### src/rtl/dafx_frame_engine.sv
// dafx_frame_engine -- audio frame engine between the ADC beat stream and the mixer.
//
// Collects NR_OF_ADC_CHANNELS_P beats into one aligned frame. The frame ends on the
// beat that carries adc_last. Synthesiser channels are appended above the ADC channels
// in the same edge. The engine flags malformed frames, keeps per-channel absolute peak
// meters and runs a programmable periodic IRQ timer.
//
// Optional feature macro: DAFX_FRAME_PEAK_EN
//   defined   -> per-ADC-channel peak meters
//   undefined -> sr_adc_peak tied to 0, cmd_clear_peak ignored
//
// Ports
//   clk, rst                 system clock, synchronous active-high reset
//   adc_data/valid/ready/last ADC beat stream (accepted on valid && ready)
//   synth_data               synth samples, sampled on commit (one slot wide if no synth channels)
//   channel_data             committed frame, channel 0 in the LSBs, ADC channels first
//   fs_strobe                one-cycle pulse in the cycle after a commit
//   sr_frame_counter         committed frames, wraps at 2^32
//   sr_frame_error           sticky malformed-frame flag; cmd_clear_frame_error clears it
//   sr_adc_peak              per-ADC-channel |sample| peak; cmd_clear_peak clears all
//   cr_irq_period            IRQ terminal count, 0 disables the timer
//   irq                      one-cycle periodic interrupt
module dafx_frame_engine #(
  parameter int AUDIO_WIDTH_P          = 24,
  parameter int NR_OF_ADC_CHANNELS_P   = 2,
  parameter int NR_OF_SYNTH_CHANNELS_P = 1,
  parameter int IRQ_COUNTER_WIDTH_P    = 32,
  parameter int IRQ_PERIOD_RESET_P     = 12499999
) (
  input  logic                                                               clk,
  input  logic                                                               rst,
  input  logic [AUDIO_WIDTH_P-1:0]                                           adc_data,
  input  logic                                                               adc_valid,
  output logic                                                               adc_ready,
  input  logic                                                               adc_last,
  input  logic [((NR_OF_SYNTH_CHANNELS_P > 0) ? NR_OF_SYNTH_CHANNELS_P : 1)*AUDIO_WIDTH_P-1:0] synth_data,
  output logic [(NR_OF_ADC_CHANNELS_P+NR_OF_SYNTH_CHANNELS_P)*AUDIO_WIDTH_P-1:0] channel_data,
  output logic                                                               fs_strobe,
  output logic [31:0]                                                        sr_frame_counter,
  output logic                                                               sr_frame_error,
  input  logic                                                               cmd_clear_frame_error,
  output logic [NR_OF_ADC_CHANNELS_P*AUDIO_WIDTH_P-1:0]                      sr_adc_peak,
  input  logic                                                               cmd_clear_peak,
  input  logic [IRQ_COUNTER_WIDTH_P-1:0]                                     cr_irq_period,
  output logic                                                               irq
);

  localparam int W  = AUDIO_WIDTH_P;
  localparam int N  = NR_OF_ADC_CHANNELS_P;
  localparam int S  = NR_OF_SYNTH_CHANNELS_P;
  localparam int NC = N + S;
  localparam int IW = (N > 1) ? $clog2(N) : 1;
  localparam int SH = (N > 1) ? N - 1 : 1;
  localparam logic [IW-1:0] LAST_IDX = IW'(N - 1);

  // Elaboration-time parameter sanity checks
  if (N < 1) begin : g_chk_n
    $error("dafx_frame_engine: NR_OF_ADC_CHANNELS_P must be >= 1");
  end
  if ($clog2(IRQ_PERIOD_RESET_P + 1) > IRQ_COUNTER_WIDTH_P) begin : g_chk_irq
    $error("dafx_frame_engine: IRQ_PERIOD_RESET_P does not fit IRQ_COUNTER_WIDTH_P");
  end

  typedef enum logic {ST_COLLECT, ST_RESYNC} state_t;

  state_t                       r_state, w_state_nx;
  logic [IW-1:0]                r_ch_idx, w_ch_idx_nx;
  logic                         r_ready;
  logic [W-1:0]                 r_shadow [SH];
  logic [NC*W-1:0]              r_channel_data;
  logic                         r_fs;
  logic [31:0]                  r_frame_cnt;
  logic                         r_frame_err;
  logic [IRQ_COUNTER_WIDTH_P-1:0] r_irq_cnt;
  logic                         r_irq;

  logic                         w_acc, w_commit, w_err, w_shadow_we;
  logic [N*W-1:0]               w_frame;
  logic [NC*W-1:0]              w_commit_data;

  assign w_acc = adc_valid & r_ready;

  // Frame FSM: next state, channel index and event decode
  always_comb begin
    w_state_nx  = r_state;
    w_ch_idx_nx = r_ch_idx;
    w_commit    = 1'b0;
    w_err       = 1'b0;
    w_shadow_we = 1'b0;
    case (r_state)
      ST_COLLECT: begin
        if (w_acc) begin
          if (r_ch_idx == LAST_IDX) begin
            w_ch_idx_nx = '0;
            if (adc_last) begin
              w_commit = 1'b1;
            end else begin
              // Long frame: drop everything up to the next last beat
              w_err      = 1'b1;
              w_state_nx = ST_RESYNC;
            end
          end else if (adc_last) begin
            // Short frame: discard and restart at channel 0
            w_err       = 1'b1;
            w_ch_idx_nx = '0;
          end else begin
            w_shadow_we = 1'b1;
            w_ch_idx_nx = r_ch_idx + IW'(1);
          end
        end
      end
      ST_RESYNC: begin
        if (w_acc && adc_last) begin
          w_state_nx  = ST_COLLECT;
          w_ch_idx_nx = '0;
        end
      end
      default: w_state_nx = ST_COLLECT;
    endcase
  end

  always_ff @(posedge clk) begin
    if (rst) begin
      r_state  <= ST_COLLECT;
      r_ch_idx <= '0;
      r_ready  <= 1'b0;
    end else begin
      r_state  <= w_state_nx;
      r_ch_idx <= w_ch_idx_nx;
      r_ready  <= 1'b1;
    end
  end

  // Shadow registers hold channels 0..N-2; the final channel comes straight off the bus
  always_ff @(posedge clk) begin
    if (rst) begin
      for (int i = 0; i < SH; i++) r_shadow[i] <= '0;
    end else begin
      for (int i = 0; i < N - 1; i++)
        if (w_shadow_we && r_ch_idx == IW'(i)) r_shadow[i] <= adc_data;
    end
  end

  for (genvar i = 0; i < N - 1; i++) begin : g_frame
    assign w_frame[i*W +: W] = r_shadow[i];
  end
  assign w_frame[(N-1)*W +: W] = adc_data;

  if (S > 0) begin : g_syn
    assign w_commit_data = {synth_data[S*W-1:0], w_frame};
  end else begin : g_nosyn
    assign w_commit_data = w_frame;
  end

  always_ff @(posedge clk) begin
    if (rst) begin
      r_channel_data <= '0;
      r_fs           <= 1'b0;
      r_frame_cnt    <= '0;
      r_frame_err    <= 1'b0;
    end else begin
      r_fs <= w_commit;
      if (w_commit) begin
        r_channel_data <= w_commit_data;
        r_frame_cnt    <= r_frame_cnt + 32'd1;
      end
      // A new error in the same cycle as a clear keeps the flag set
      if (w_err)                      r_frame_err <= 1'b1;
      else if (cmd_clear_frame_error) r_frame_err <= 1'b0;
    end
  end

`ifdef DAFX_FRAME_PEAK_EN
  for (genvar c = 0; c < N; c++) begin : g_peak
    logic [W-1:0] r_pk;
    logic [W-1:0] w_s, w_abs, w_base;
    assign w_s = w_frame[c*W +: W];
    // Most negative value has no positive twin; saturate to max positive
    assign w_abs  = !w_s[W-1]                        ? w_s :
                    (w_s == {1'b1, {(W-1){1'b0}}})   ? {1'b0, {(W-1){1'b1}}} : -w_s;
    // Clear first, then fold in the committing sample
    assign w_base = cmd_clear_peak ? '0 : r_pk;
    always_ff @(posedge clk) begin
      if (rst)                 r_pk <= '0;
      else if (w_commit)       r_pk <= (w_abs > w_base) ? w_abs : w_base;
      else if (cmd_clear_peak) r_pk <= '0;
    end
    assign sr_adc_peak[c*W +: W] = r_pk;
  end
`else
  assign sr_adc_peak = '0;
`endif

  // IRQ timer: counts 0..period; >= catches a period lowered below the running count
  always_ff @(posedge clk) begin
    if (rst) begin
      r_irq_cnt <= '0;
      r_irq     <= 1'b0;
    end else if (cr_irq_period == '0) begin
      r_irq_cnt <= '0;
      r_irq     <= 1'b0;
    end else if (r_irq_cnt >= cr_irq_period) begin
      r_irq_cnt <= '0;
      r_irq     <= 1'b1;
    end else begin
      r_irq_cnt <= r_irq_cnt + 1'b1;
      r_irq     <= 1'b0;
    end
  end

  logic w_unused;
  assign w_unused = ^{cmd_clear_peak, synth_data, r_shadow[0]};

  assign adc_ready        = r_ready;
  assign channel_data     = r_channel_data;
  assign fs_strobe        = r_fs;
  assign sr_frame_counter = r_frame_cnt;
  assign sr_frame_error   = r_frame_err;
  assign irq              = r_irq;

endmodule

### config.mk
export PLATFORM = sky130hd
export DESIGN_NAME = dafx_frame_engine
export DESIGN_NICKNAME = d
export VERILOG_FILES = /design/src/rtl/dafx_frame_engine.sv
export SDC_FILE = /design/constraint.sdc
export NUM_CORES = 1
export LEC_CHECK = 0
export ABC_AREA = 1
export CAP_MARGIN = 20
export CORE_MARGIN = 8
export CORE_UTILIZATION = 52
export CTS_CLUSTER_SIZE = 12
export DETAILED_ROUTE_END_ITERATION = 6
export PLACE_DENSITY = 0.84
export SLEW_MARGIN = 10
export SYNTH_ARGS = -nofsm -noshare
export SYNTH_HDL_FRONTEND = slang
export SYNTH_SLANG_ARGS = --single-unit
### constraint.sdc
create_clock -name clk -period 4.4 [get_ports clk]
set_input_delay 0.88 -clock clk [delete_from_list [all_inputs] [get_ports clk]]
set_output_delay 0.88 -clock clk [all_outputs]
set_load 0.005 [all_outputs]
[After elaboration in Yosys (flattened, before gate mapping)]
Memory sizes are Yosys's and may differ from the RTL's. A register that Yosys moved wholly into a read port is not among the register bits.
Cells that the tools add are included.
Cells by class
  eq/ne operators: 2
  reductions and logical operators: 8
  multiplexer cells: 31
  magnitude comparators: 1
  bitwise operators: 3
  add/sub/neg operators: 3
Operators with widths (count)
  $add A32 B1 Y32 const B: 2
  $ge A32 B32 Y1: 1
  $logic_not A32 Y1: 1
  $mux W1: 28
  $mux W24: 1
  $reduce_or A24 Y1: 1
  $pmux W1 S2: 2
  $reduce_or A3 Y1: 1
  $logic_and A1 B1 Y1: 2
  $ne A2 B1 Y1 const B: 1
  $ne A2 B2 Y1 const B: 1
  $not A1 Y1: 2
  $reduce_and A2 Y1: 1
  $reduce_bool A2 Y1: 1
  $reduce_or A2 Y1: 1
  $add A1 B1 Y1 const B: 1
  $and A1 B1 Y1: 1
Storage, ports and cells
  memories: 1
  output and inout bits: 156
  bits in writable memories: 24
  logic and storage cells: 58
  register bits after elaboration: 142
  input bits: 86
Memory list
  r_shadow: depth 1, width 24, read ports 1, clocked after memory_dff 1, wr ports 1, RTL line 69  | logic [W-1:0] r_shadow [SH];

[Logic depth before layout (Yosys ltp)]
Gate-level depths: netlist of the first run.
  word-level depth: 10
  gate-level depth with buffers: 15
  mapped depth without buffers: 14

[Worst setup path before layout of the first run]
Ideal clock, no wire load.
  kind: input to register
  from: in rst
  to: mem r_shadow[0][0] (netlist name), enable pin
  stages on the path: 4
  data required time: 3.974 ns
  setup slack: 2.039 ns
  setup time: 0.426 ns
  buffers on the path: 2
  arrival time: 1.935 ns
  cells stage by stage: inv_1 -> clkbuf_1 -> clkbuf_1 -> nand2_1
On the way
  cells in the longest elaborated chain, start to end: 4
  elaborated cells on any way between the ends: 6
  classes of those cells: mux: 5; reduce/logical: 1
RTL lines
  start, declared: RTL line 31  | input logic rst,
  $mux W1: RTL line 136  | if (rst) begin
  $mux W1 (implied by the code): RTL line 140  | if (w_shadow_we && r_ch_idx == IW'(i)) r_shadow[i] <= adc_data;
  $reduce_or A24 Y1 (no source line)
  $mux W1 (no source line) *
  end, declared: RTL line 69
Every way passes the cells marked *; elsewhere a longest branch is shown, timed or not.

[Worst setup path in the final report of the first run]
  from: in adc_valid
  to: reg r_frame_cnt[24] (netlist: sr_frame_counter[24])
On the way
  cells in the longest elaborated chain, start to end: 3
RTL lines
  start, declared: RTL line 33  | input logic adc_valid,
  $and A1 B1 Y1: RTL line 81  | assign w_acc = adc_valid & r_ready;
  $mux W1: RTL line 92  | if (w_acc) begin
  $mux W1: RTL line 90  | case (r_state)
  end signal, assigned: RTL line 165  | r_frame_cnt <= r_frame_cnt + 32'd1;
  end, declared: RTL line 72  | logic [31:0] r_frame_cnt;
No other way between the ends.
A chain may end at the register's enable or synchronous reset.

==> flow_summary.ini, run 1 <==
[timing]
slew_headroom = 0.6156
clock.fmax_ghz = 0.3900
rsz0062_at_grt = no
slew_violations = 0
hold_ws_ns = 0.4728
tightest_slew_ns = 0.5767
hold_viol_final = 0
fin_worst_skew_ns = 0.007965
min_period_over_period = 0.5827
setup_tns_ns = 0
setup_viol = 0
fin_ws_ns = 1.836
finalCriticalPeriod_ns = 2.564

[critical_path]
worstPathMaxFanout = 48
worst_path_max_delay_cell = clkdlybuf4s50_1
cpMostUsedCell = nand2_1
ff2ff_setup_slack_ns = 2.41
required_ns = 4.72
endpoint_kind = register
cp.arrival_ns = 2.89
reg2regPathDepth = 12
cp_cell_sequence = clkdlybuf4s50_1 > nand2_1 > nor2_4 > nand2_4 > clkinv_2 > buf_4 > nand3_2 > nor2_2 > nand2_1 > and3_1
r2r_start = r_irq_cnt[0]$_SDFF_PP0_
worst-setup-path-type = in2reg
cp_slowest_stage_delay_ns = 0.48
start_kind = input port
r2r-end = r_irq_cnt[27]$_SDFF_PP0_

[pwr]
peakVddDrop_v = 0.0002748
swShare = 0.2445
clockPowerShare = 0.443
pwr_density_cell_nw_per_um2 = 301.0
seq_power_share = 0.483
p_sw_mw = 0.7992
leakagePower_nw = 4.365
intPower_mw = 2.469
combPwrFrac = 0.074

[synthesis]
yosysTopAreaCellShare = 0.3399
ys_seq_area_frac = 0.4261
synth_xor_area_frac = 0.03037
synthMuxAreaShare = 0
synth_compound_area_frac = 0.09366
ys_top_cells_by_area = dfxtp_1 34%, nor2_1 11%, edfxtp_1 8.6%
synth-adder-area-share = 0.05685
ys_warn_count = 0
synth-simple-area-share = 0.2705
synth-seq-cells = 166
netlist.top_cell.by_area = dfxtp_1
avgSynthCellArea_um2 = 7.388
synth_cell_types = 34
syn_area_um2 = 8363
synth_top_family_by_area = simple AND/OR/NAND/NOR gates
synth_cells = 1132

[floorplan]
start_util = 0.5284
core_area_um2 = 15830
row_count = 46
die_y_um = 142.8
die_area_um2 = 20400
die_w_um = 142.8
io_pins = 242

[global_routing]
grt_overflow = 0
grt_pass1_vias = 7235
antenna_found_initial = 0
grt_max_degree = 60
grtUsageTotal = 0.2144
grt_pass1_wl_um = 35020

[cts]
cts_resized = 0
postCtsHoldBufs = 0
cts_setup_buffers = 0
clock-sinks = 166
clock_path_buffers = 2
cts_made_buffers = 17
clk_pin_slew_worst_paths_ns = 0.07
clockRootBuffer = clkbuf_16
insertion_delay_ns = 0.43
cts-htree-levels = 4
cts_tree = done

[min_path]
min_path_type = reg2reg
min_from = sr_frame_error$_SDFFE_PP0P_
whs_path_depth = 2
min_to = sr_frame_error$_SDFFE_PP0P_

[drt]
wl_per_cell_um = 14.39
first_iter_violations = 383
firstDrtPassIters = 5
ant_nets = 0
via_per_inst = 4.939
drc = 0
vias = 7636
wl_um = 22250

[final_layout]
diodes = 0
drive_above_1_share = 0.05263
syn_to_final_growth_pct = 29.85
fin_util = 0.6861
nNetsFinal = 1441
fin_cells = 1546

[place]
place_hpwl_um = 16790
place_ws_ns = 1.400
portBuffers = 192
dp_cells = 1514
gp_congestion = 0.8962

[outcome]
status = finished, final reports clean

[run]
maxCapViolCount = 0
[final cells by class]
class                           instances  area (um^2)
Tap cell                              216        270.3
Timing Repair Buffer                  201         1989
Multi-Input combinational cell        797         3955
Clock buffer                           18        450.4
Fill cell                            1310         4969
Sequential cell                       166         3563
Inverter                              134        504.2
Clock inverter                         14        126.4
[critical path: cells and delay by family]
kind	cells	cell delay, ns
buffers and inverters	3	0.97
AND/OR/NAND/NOR	7	1.02
[cell families after synthesis]
kind of cell | count (synthesis)
xor gates and xnor gates | 29
adders and majority gates | 38
and+or+nand+nor | 529
AOI/OAI and AO/OA | 153
other | 1
DFF | 166
buffers and inverters | 216
[power by group through the flow]
| stage | clock network, mW | registers (mW) | logic [mW] |
|---|---|---|---|
| after global routing | 1.54 | 1.58 | 0.268 |
| after global placement | 0 | 1.61 | 0.234 |
| final | 1.45 | 1.58 | 0.242 |
| after detailed placement | 0 | 1.61 | 0.240 |
| after floorplan | 0 | 1.61 | 0.139 |
| after CTS | 1.47 | 1.58 | 0.242 |
[layer usage]
metal | share of wire | vias up | track usage
li1 | - | 3861 | -
met1 | 0.41 | 3469 | 0.2455
met2 | 0.50 | 266 | 0.3788
met3 | 0.066 | 40 | 0.04741
met4 | 0.025 | 0 | 0.08781
met5 | 0 | - | 0
[through the flow]
step           power [mW]  instance area, um^2
6_report            3.269                10860
2_1_floorplan       1.751                 8539
3_5_place_dp        1.852                10280
4_1_cts             3.292                10860
5_1_grt             3.393                10860
3_3_place_gp        1.846                10280
[cells in the mapped netlist]
master and n:
edfxtp_1 24, nand2_4 1, nand3b_1 6, nor3_1 22, nand2_1 178, nor3_2 3
inv_2 2, nand4_1 20, a21boi_0 1, a21o_1 2, xnor2_1 11, nand2_2 5
nand3_2 4, nor2_4 5, dfxtp_1 142, clkinv_2 1, o21ai_0 85, buf_4 53
a21oi_1 61, buf_2 8, buf_1 1, nor2_1 247, ha_1 38, nor3_4 1
xor2_1 18, and3_1 1, inv_1 131, nor2_2 6, nand3_1 27, conb_1 1
a211oi_1 1, nor3b_1 3, clkbuf_1 20, o21a_1 3
[layout by cell type (no fill, tap or decap), types with 2 or more instances in the layout]
cell / Yosys / routed
inv_6: 0 / 6
nor2_2: 6 / 6
inv_8: 0 / 3
nand3_1: 27 / 27
xor2_1: 18 / 18
nand3b_1: 6 / 6
o21ai_0: 85 / 85
inv_1: 131 / 130
clkbuf_16: 0 / 18
nor3b_1: 3 / 3
xnor2_1: 11 / 11
conb_1: 1 / 48
inv_2: 2 / 3
nand4_1: 20 / 20
edfxtp_1: 24 / 24
clkinv_4: 0 / 3
nor3_1: 22 / 22
nor2_1: 247 / 247
nor3_2: 3 / 3
nand2_1: 178 / 178
nand3_2: 4 / 4
dfxtp_1: 142 / 142
o21a_1: 3 / 3
clkdlybuf4s50_1: 0 / 192
nand2_2: 5 / 5
nor2_4: 5 / 5
a21o_1: 2 / 2
ha_1: 38 / 38
a21oi_1: 61 / 61
buf_4: 53 / 9
[registers in the layout (all words and copies together) (netlist names)]
name and cells:
channel_data 72, r_state 1, r_ch_idx 1, irq 1, sr_frame_counter 32, r_irq_cnt 32
fs_strobe 1, r_shadow 24, sr_frame_error 1, adc_ready 1
[how the worst max path moves through the flow]
stage	startpoint	depth (start not counted)	slack (ns)	end
2_1_floorplan	rst	4	2.04	r_shadow[0][0]$_SDFFCE_PN0P_
3_3_place_gp	cr_irq_period[15]	13	1.44	r_irq_cnt[17]$_SDFF_PP0_
3_5_place_dp	cr_irq_period[15]	13	1.40	r_irq_cnt[27]$_SDFF_PP0_
4_1_cts	cr_irq_period[15]	13	1.84	r_irq_cnt[27]$_SDFF_PP0_
5_1_grt	cr_irq_period[15]	13	1.59	r_irq_cnt[16]$_SDFF_PP0_
6_report	adc_valid	10	1.84	sr_frame_counter[24]$_SDFFE_PP0P_
No activity file was read; power rests on OpenSTA's default activity.
==> run 2, diff against run 1 <==
--- a/config.mk
+++ b/config.mk
@@ -8,10 +8,10 @@
 export ABC_AREA = 1
 export CAP_MARGIN = 20
 export CORE_MARGIN = 8
-export CORE_UTILIZATION = 52
+export CORE_UTILIZATION = 48
 export CTS_CLUSTER_SIZE = 12
 export DETAILED_ROUTE_END_ITERATION = 6
-export PLACE_DENSITY = 0.84
+export PLACE_DENSITY = 0.79
 export SLEW_MARGIN = 10
 export SYNTH_ARGS = -nofsm -noshare
 export SYNTH_HDL_FRONTEND = slang
==> constraint.sdc (replaced) <==
create_clock -name clk -period 2.6 [get_ports clk]
set_input_delay 0.52 -clock clk [delete_from_list [all_inputs] [get_ports clk]]
set_output_delay 0.52 -clock clk [all_outputs]
set_load 0.005 [all_outputs]
==> flow_summary.ini, run 2 (synthesis gave the netlist of run 1 again) <==
[run]
maxCapViolCount = 0

[critical_path]
worst_path_max_delay_cell = clkdlybuf4s50_1
cpMostUsedCell = nand2_1
cp_slowest_stage_delay_ns = 0.45
worstPathMaxFanout = 32
cp.arrival_ns = 2.40
cp_cell_sequence = clkdlybuf4s50_1 > inv_1 > ha_1 > nand2_1 > nor2_1 > nand2_1 > o21ai_0 > nor2_1 > nand2_1 > nand2_1 > nand3_1 > buf_12 > nor2_1
critPathTopFamily = simple AND/OR/NAND/NOR gates
endpoint_kind = register
start_kind = input port
cp.buffers_inverters = 3
worst-setup-path-type = in2reg
required_ns = 2.92
reg2regPathDepth = 12
cp.depth = 13

[final_layout]
drive_above_1_share = 0.05472
fin_util = 0.6356
diodes = 0
final_cell_mix = 247 x nor2_1, 192 x clkdlybuf4s50_1, 178 x nand2_1
mostFrequentLayoutCell = nor2_1
syn_to_final_growth_pct = 30.54
multi_input_area_um2 = 3955
largest_reg_flops = 72
fillers = 1558
seq_area_um2 = 3563
nNetsFinal = 1445

[drt]
drc = 0
vias = 7622
wl_per_cell_um = 14.45
via_per_inst = 4.889
wl_um = 22530
first_iter_violations = 467
ant_nets = 0
firstDrtPassIters = 4

[place]
portBuffers = 192
gp_congestion = 0.8939
place_hpwl_um = 17280

[cts]
clock-sinks = 166
insertion_delay_ns = 0.43
clk_pin_slew_worst_paths_ns = 0.07
cts_made_buffers = 17
clock_path_buffers = 2
postCtsHoldBufs = 0
cts_tree = done
clockRootBuffer = clkbuf_16
cts-htree-levels = 4
cts_resized = 0
cts_setup_buffers = 0

[floorplan]
start_util = 0.4869
die_y_um = 148.0
io_pins = 242
die_area_um2 = 21900
die_w_um = 148.0
core_area_um2 = 17180
row_count = 48

[global_routing]
grt_max_degree = 47
grt_overflow = 0
antenna_found_initial = 0
grtUsageTotal = 0.2037
grt_pass1_vias = 7350
grt_pass1_wl_um = 36310

[pwr]
leakagePower_nw = 4.387
peakVddDrop_v = 0.0004620
pwr_density_cell_nw_per_um2 = 507.0

[timing]
setup_viol = 0
hold_ws_ns = 0.4691
setup_tns_ns = 0
fin_worst_skew_ns = 0.008309
slew_violations = 0
hold_viol_final = 0
finalCriticalPeriod_ns = 2.078
min_period_over_period = 0.7991
rsz0062_at_grt = no
clock.fmax_ghz = 0.4813

[min_path]
whs_path_depth = 2
min_path_type = reg2reg

[outcome]
status = finished, final reports clean
==> run 2: power breakdown <==
part	internal (mW)	switching, mW	total (mW)
Combinational	0.214	0.203	0.417
Clock	1.34	1.11	2.44
Sequential	2.65	0.0238	2.67
==> run 2: final timing paths <==
check | to | start | slack [ns]
setup / recovery | r_irq_cnt[6]$_SDFF_PP0_ | cr_irq_period[15] | 0.52
hold / removal | sr_frame_error$_SDFFE_PP0P_ | sr_frame_error$_SDFFE_PP0P_ | 0.47
setup reg to reg | r_irq_cnt[6]$_SDFF_PP0_ | r_irq_cnt[0]$_SDFF_PP0_ | 0.73
hold reg to reg | sr_frame_error$_SDFFE_PP0P_ | sr_frame_error$_SDFFE_PP0P_ | 0.47
==> run 2: final cells by class <==
type                            count  share of cell area
Clock buffer                       17             0.03897
Clock inverter                     15             0.01307
Inverter                          134             0.04619
Multi-Input combinational cell    797              0.3623
Sequential cell                   166              0.3264
Tap cell                          225             0.02579
Timing Repair Buffer              205              0.1873
==> run 2: worst min-delay path, cell delays in order (launching register included) <==
cell	delay [ns]
dfxtp_1	0.31
nand2_1	0.06
a21oi_1	0.06
==> run 2: per-stage QoR <==
stage | area (um^2) | setup WS, ns | cells | power [mW]
finish | 10920 | 0.5224 | 1559 | 5.534
global route | 10920 | 0.2843 | 1559 | 5.729
CTS | 10920 | 0.5316 | 1559 | 5.571
detailed placement | 10350 | 0.07578 | 1527 | 3.144
global placement | 10350 | 0.09643 | 1527 | 3.134
floorplan | 8539 | 0.5990 | 1179 | 2.963
==> run 2: routing by layer <==
metal | share of wire | track usage
met3 | 0.070 | 0.04005
met4 | 0.019 | 0.06833
met1 | 0.42 | 0.2449
met5 | 0 | 0
met2 | 0.49 | 0.3559
